File: src/rtl/pipe_dest_tracker.sv
// Destination/control tracker for the ID->EX->MEM->WB pipeline.
// Also detects load-use hazards and drives the PC and IF/ID stall controls.
module pipe_dest_tracker #(
   parameter int REG_AW = 5,
   parameter int CNT_W  = 16
) (
   input  logic              clk_i,
   input  logic              rst_i,
   input  logic              hold_i,
   input  logic              flush_i,
   input  logic              id_valid_i,
   input  logic [REG_AW-1:0] id_rs_i,
   input  logic [REG_AW-1:0] id_rt_i,
   input  logic              id_uses_rt_i,
   input  logic [REG_AW-1:0] id_regdst_i,
   input  logic              id_regwrite_i,
   input  logic              id_memread_i,
   output logic [REG_AW-1:0] ex_rs_o,
   output logic [REG_AW-1:0] ex_rt_o,
   output logic [REG_AW-1:0] ex_regdst_o,
   output logic              ex_regwrite_o,
   output logic              ex_memread_o,
   output logic [REG_AW-1:0] mem_regdst_o,
   output logic              mem_regwrite_o,
   output logic [REG_AW-1:0] wb_regdst_o,
   output logic              wb_regwrite_o,
   output logic              stall_o,
   output logic              pc_write_o,
   output logic              ifid_write_o,
   output logic [CNT_W-1:0]  stall_cnt_o
);

   typedef enum logic [1:0] {
      RUN    = 2'd0,
      STALL  = 2'd1,
      FROZEN = 2'd2
   } mode_t;

   localparam logic [REG_AW-1:0] REG_ZERO = {REG_AW{1'b0}};
   localparam logic [CNT_W-1:0]  CNT_MAX  = {CNT_W{1'b1}};

   mode_t mode;
   logic  match_rs;
   logic  match_rt;
   logic  haz;
   logic  take_id;

   // Hazard detection and per-cycle decode; a freeze outranks a stall.
   always_comb begin
      match_rs = (ex_regdst_o == id_rs_i);
      match_rt = id_uses_rt_i & (ex_regdst_o == id_rt_i);
      haz      = id_valid_i & ~flush_i & ex_memread_o &
                 (ex_regdst_o != REG_ZERO) & (match_rs | match_rt);
      take_id  = id_valid_i & ~flush_i & ~haz;
      if (hold_i) begin
         mode = FROZEN;
      end else if (haz) begin
         mode = STALL;
      end else begin
         mode = RUN;
      end
   end

   assign stall_o      = haz;
   assign pc_write_o   = (mode == RUN);
   assign ifid_write_o = (mode == RUN);

   // Stage registers and stall counter; reset wins over hold and flush.
   always_ff @(posedge clk_i) begin
      if (rst_i) begin
         ex_rs_o        <= REG_ZERO;
         ex_rt_o        <= REG_ZERO;
         ex_regdst_o    <= REG_ZERO;
         ex_regwrite_o  <= 1'b0;
         ex_memread_o   <= 1'b0;
         mem_regdst_o   <= REG_ZERO;
         mem_regwrite_o <= 1'b0;
         wb_regdst_o    <= REG_ZERO;
         wb_regwrite_o  <= 1'b0;
         stall_cnt_o    <= {CNT_W{1'b0}};
      end else if (mode != FROZEN) begin
         wb_regdst_o    <= mem_regdst_o;
         wb_regwrite_o  <= mem_regwrite_o;
         mem_regdst_o   <= ex_regdst_o;
         mem_regwrite_o <= ex_regwrite_o;
         if (take_id) begin
            ex_rs_o       <= id_rs_i;
            ex_rt_o       <= id_rt_i;
            ex_regdst_o   <= id_regdst_i;
            ex_regwrite_o <= id_regwrite_i;
            ex_memread_o  <= id_memread_i;
         end else begin
            ex_rs_o       <= REG_ZERO;
            ex_rt_o       <= REG_ZERO;
            ex_regdst_o   <= REG_ZERO;
            ex_regwrite_o <= 1'b0;
            ex_memread_o  <= 1'b0;
         end
         if ((mode == STALL) && (stall_cnt_o != CNT_MAX)) begin
            stall_cnt_o <= stall_cnt_o + CNT_W'(1);
         end else begin
            stall_cnt_o <= stall_cnt_o;
         end
      end else begin
         stall_cnt_o <= stall_cnt_o;
      end
   end

endmodule

File: config.mk
export PLATFORM = sky130hd
export DESIGN_NAME = pipe_dest_tracker
export DESIGN_NICKNAME = d
export VERILOG_FILES = /design/src/rtl/pipe_dest_tracker.sv
export SDC_FILE = /design/constraint.sdc
export NUM_CORES = 1
export LEC_CHECK = 0
export CORE_AREA = 2 2 69 71
export DETAILED_ROUTE_END_ITERATION = 7
export DIE_AREA = 0 0 71 73
export PLACE_DENSITY = 0.91
export REMOVE_ABC_BUFFERS = 1
export SETUP_SLACK_MARGIN = 0.5
export SYNTH_ARGS = -nofsm -noshare
export SYNTH_HDL_FRONTEND = slang
export SYNTH_SLANG_ARGS = --single-unit
File: constraint.sdc
create_clock -name clk_i -period 4.6 [get_ports clk_i]
set_input_delay 0.92 -clock clk_i [delete_from_list [all_inputs] [get_ports clk_i]]
set_output_delay 0.92 -clock clk_i [all_outputs]
set_load 0.005 [all_outputs]
### After elaboration in Yosys (flattened, before gate mapping)

Cells that the tools add are included.

* flip-flop bits (word level): 45
* output and inout bits: 48
* word-level logic and storage cells: 36

* add/sub/neg operators: 1
* equality and inequality tests: 5
* multiplexer cells: 7
* bitwise operators: 9
* reduce and logical (&&, ||, !) cells: 4

Operators with widths (number)
* 16-bit by 1-bit adder with 16-bit output, second input constant: 1
* 16-bit inequality test, second input constant: 1
* 5-bit two-way mux: 3
* 5-bit == test: 2
* 1-bit bitwise AND: 6
* 5-bit nonzero test: 1
* 1-bit two-way mux: 3
* 2-bit by 1-bit == test with 1-bit output, second input constant: 1
* 2-bit logical NOT: 1
* 2-bit two-way mux: 1
* 2-bit inequality test, second input constant: 1
* 1-bit inverter: 2
* 2-bit AND reduction: 1
* 1-bit logical AND: 1
* 1-bit OR: 1

### Depth between registers and ports, before layout

* word-level depth: 10
* gate-level depth with buffers: 8
* depth with buffers taken out: 6

### Least setup slack after synthesis

Ideal clock, no wire load.

* path type: input-to-output
* from: in id_rt_i[3]
* to: out pc_write_o
* arrival time: 2.175 ns
* data required time: 3.680 ns
* setup slack: 1.505 ns
* stages on the path: 7
* buffers on the path: 2
* path through: xor2_1 nor4_2 a32oi_2 clkbuf_1 nor2_1 nor2_1 buf_4

* word-level cells in the longest chain between the ends: 7

Ends and longest elaborated chain
* start: declaration: line 13 `input logic [REG_AW-1:0] id_rt_i,`
* 5-bit == test: line 51 `match_rt = id_uses_rt_i & (ex_regdst_o == id_rt_i);`
* 1-bit bitwise AND: line 51
* 1-bit OR: line 53 `(ex_regdst_o != REG_ZERO) & (match_rs | match_rt);`
* 1-bit bitwise AND: line 53
* named net stall_o: line 27 `output logic stall_o,`
* 1-bit two-way mux: line 57 `end else if (haz) begin`
* 2-bit two-way mux: line 55 `if (hold_i) begin`
* 2-bit logical NOT
* end: declaration: line 28 `output logic pc_write_o,`

The timed path passes the listed nets, and every way through them passes these cells.

### Worst setup path in the final report

* from: in id_rt_i[3]
* to: out pc_write_o

* word-level cells in the longest chain between the ends: 7

Ends and longest elaborated chain
* 5-bit == test: line 51
* 1-bit bitwise AND: line 51
* 1-bit OR: line 53
* 1-bit bitwise AND: line 53
* 1-bit two-way mux: line 57
* 2-bit two-way mux: line 55
* 2-bit logical NOT: line 65 `assign pc_write_o = (mode == RUN);`

No other way between the ends.

==> out/qor.csv <==
stage;metric;value;unit
synth;EDFF count, synth;0;
route;number of remaining DRC errors;0;
grt;first-pass GRT wire length;7940;um
timing;Tmin final;3920;ps
pwr;LEAKAGE;1.08;nW
clock_network;buffers from clock root to sink, at most;2;
worst_setup_path;R2R setup slack;2310;ps
worst_setup_path;crit path DAT;3000;ps
worst_setup_path;FF-to-FF End;ex_regwrite_o$_SDFFE_PP0P_;
pwr;worst vdd ir;0.128;mV
timing;slew margin rel.;0.252;
synth;Synth cell types;36;
pwr;Int Power;0.650;mW
min_path;WHS Path Cells;1;
worst_setup_path;crit start category;input port;
min_path;Hold EP;ex_rs_o[4]$_SDFFE_PP0P_;
route;Initial DRC Count;90;
grt;antenna violations before repair;0;
worst_setup_path;critical-path maximum fanout;27;
route;TritonRoute pass-1 iters;4;
timing;RSZ-0062 raised after global routing;false;
pwr;Reg power frac;0.484;
status;outcome;finished clean;
min_path;worst hold start;ex_rs_o[4]$_SDFFE_PP0P_;
clock_network;TritonCTS Buffers;5;
floorplan;Core ar.;4540;sq um
pwr;switching power;0.174;mW
clock_network;TritonCTS clock tree;built;
timing;Hold Fails Final Rpt;0;
synth;#FFs+latches synth;45;
finish;ratio of cells with drive above 1 in the final layout;0.0906;
pwr;Pwr Density;286;nW/um^2
clock_network;Worst-Skew Late Latency;310;ps
clock_network;Hold Buf Count CTS;0;
route;vias post-DR;1840;
synth;ys async rst share;0;
placed_design;Post-Place Cells;322;
synth;area leader, netlist;dfxtp_1;
route;antenna-violating nets left;0;
timing;Clock Skews;10.3;ps
clock_network;Clock Sinks;45;
worst_setup_path;worst reg2reg path startpoint;ex_regdst_o[4]$_SDFFE_PP0P_;
floorplan;Die Y;73;um
placed_design;Place WS;683;ps
grt;largest net degree at the start of global routing;38;
worst_setup_path;critical path class;input port to primary output;
pwr;Comb pwr share;0.080;
placed_design;GP Congestion;0.799;
flow_run;# Max-Cap Violations;0;
timing;max-slew violation count;0;
floorplan;Die ar.;5180;sq um
synth;Cell Area, Synth;2040;sq um
clock_network;# Post-CTS Setup Buffers;0;
clock_network;CTS resizes;0;
synth;leading post-synthesis cells by cell area;dfxtp_1 (44%), a22o_1 (7.3%), mux2i_1 (5.9%);
finish;antenna cells;0;
grt;global route total overflow;0;
synth;Main synth FF type;dfxtp_1;
min_path;Tightest Hold Check Type;flop to flop;
pwr;Final Total Pwr;0.823;mW
route;vias per cell;5.58;
finish;Final #Nets;299;
floorplan;placement row count;25;
synth;most frequent cell after synthesis;dfxtp_1;
synth;commonest cells in the netlist;dfxtp_1 (45), nor2_1 (26), a22o_1 (17);
timing;Tcrit/Tclk final;0.851;
finish;Cell Count, Final, Fillers Out;330;
route;WL final;4960;um
synth;Syn Inst Count;209;
floorplan;Top-Level Pins;71;
finish;final core utilization;0.636;
clock_network;CTS H-tree depth;2;
placed_design;DP HPWL;3550;um
clock_network;Clock Tree Root;clkbuf_8;
floorplan;die width;71;um
floorplan;Starting Density;0.451;
timing;setup violators final;0;
grt;Total GRT Usage;0.194;
finish;synth-to-layout area growth;41.0;%
route;Wirelength per Cell;15.0;um
synth;share of the synthesized area in the top cell type;0.441;
worst_setup_path;critical path capture point type;primary output;
pwr;clock power share;0.436;
clock_network;CTS clk-pin slew, worst paths;80;ps
pwr;switch share;0.211;
timing;final setup TNS;0;ps
timing;Slew @ Worst Pin;1120;ps
grt;vias in the first global route;1647;
worst_setup_path;critical path required time;3680;ps
timing;setup ws final;685;ps
worst_setup_path;Worst Reg2Reg Path Length in Cells;6;
timing;FMAX;255;MHz
synth;warnings from Yosys;0;
synth;Avg Cell Area, Syn;9.78;sq um
synth;sequential fraction of the synthesis area;0.441;
placed_design;Port Buffers;70;
cells in the final DEF (no fill, tap or decap), drive strengths merged:
cell / netlist / final
a21oi: 9 / 9
a22o: 17 / 17
a32oi: 1 / 1
and3: 1 / 1
buf: 8 / 3
bufinv: 0 / 2
clkbuf: 6 / 5
clkdlybuf4s50: 0 / 70
dfxtp: 45 / 45
ha: 1 / 1
inv: 6 / 7
mux2: 7 / 7
mux2i: 12 / 12
nand2: 3 / 3
nand3: 9 / 9
nand4: 6 / 6
nor2: 26 / 26
nor2b: 7 / 7
nor3: 7 / 7
nor4: 3 / 3
nor4b: 1 / 1
o2111a: 1 / 1
o211a: 1 / 1
o211ai: 1 / 1
o21ai: 6 / 6
o31ai: 3 / 3
o41a: 1 / 1
or3: 5 / 5
or3b: 1 / 1
or4: 5 / 5
xnor2: 1 / 1
xor2: 9 / 9
cell type report:
cell class	instances	area, sq um
Clock buffer	5	68.8
Sequential cell	45	901
Clock inverter	3	68.8
Timing Repair Buffer	73	723
Tap cell	54	67.6
Inverter	6	22.5
Multi-Input combinational cell	144	1030
Fill cell	345	1650
critical path, cell delays in order:
cell             delay [ps]
clkdlybuf4s50_1         440
xor2_1                  170
nor4_2                  370
a32oi_2                 150
buf_4                   230
nor2_1                  180
nor2_1                   70
clkdlybuf4s50_1         470
routing by layer:
metal | track usage | part of all wire | wire (um)
met1 | 0.242 | 0.43 | 2120
met2 | 0.307 | 0.50 | 2500
met3 | 0.0414 | 0.037 | 184
met4 | 0.115 | 0.032 | 161
met5 | 0 | 0 | 0
stage by stage:
| step | instance area (sq um) | hold WS [ps] |
|---|---|---|
| after detailed placement | 2750 | 468 |
| after CTS | 2880 | 495 |
| after floorplan | 1950 | 475 |
| after global placement | 2750 | 462 |
| final | 2880 | 491 |
| after global routing | 2880 | 513 |
how the worst max path moves through the flow:
stage / start / end / slack, ps / cells past startpoint
2_1_floorplan: id_rt_i[2] / ifid_write_o / 1480 / 5
3_3_place_gp: id_rt_i[3] / pc_write_o / 760 / 8
3_5_place_dp: id_rt_i[3] / pc_write_o / 680 / 8
4_1_cts: id_rt_i[3] / pc_write_o / 680 / 8
5_1_grt: id_rt_i[3] / pc_write_o / 520 / 8
6_report: id_rt_i[3] / pc_write_o / 680 / 8
sequential cells by signal, indices dropped and copies added, names as in the netlist:
name,flops
ex_memread_o,1
ex_regdst_o,5
ex_regwrite_o,1
ex_rs_o,5
ex_rt_o,5
mem_regdst_o,5
mem_regwrite_o,1
stall_cnt_o,16
wb_regdst_o,5
wb_regwrite_o,1
cell families (layout without fill, tap and decap cells):
group,count (synthesis),after routing,share of synthesized area
xor gates and xnor gates,10,10,0.0428
and+or+nand+nor,74,74,0.201
buffers and inverters,20,87,0.0551
AOI/OAI and AO/OA,40,40,0.152
adders and majority gates,1,1,0.00612
DFF,45,45,0.441
muxes,19,19,0.103
power groups by stage:
| stage | sequential, mW | clock [mW] | combinational (mW) |
|---|---|---|---|
| 6_report | 0.399 | 0.359 | 0.0660 |
| 5_1_grt | 0.399 | 0.379 | 0.0710 |
| 4_1_cts | 0.399 | 0.368 | 0.0660 |
| 3_5_place_dp | 0.408 | 0 | 0.0656 |
| 3_3_place_gp | 0.407 | 0 | 0.0640 |
| 2_1_floorplan | 0.407 | 0 | 0.0209 |
Power figures use the tool's default switching activity.
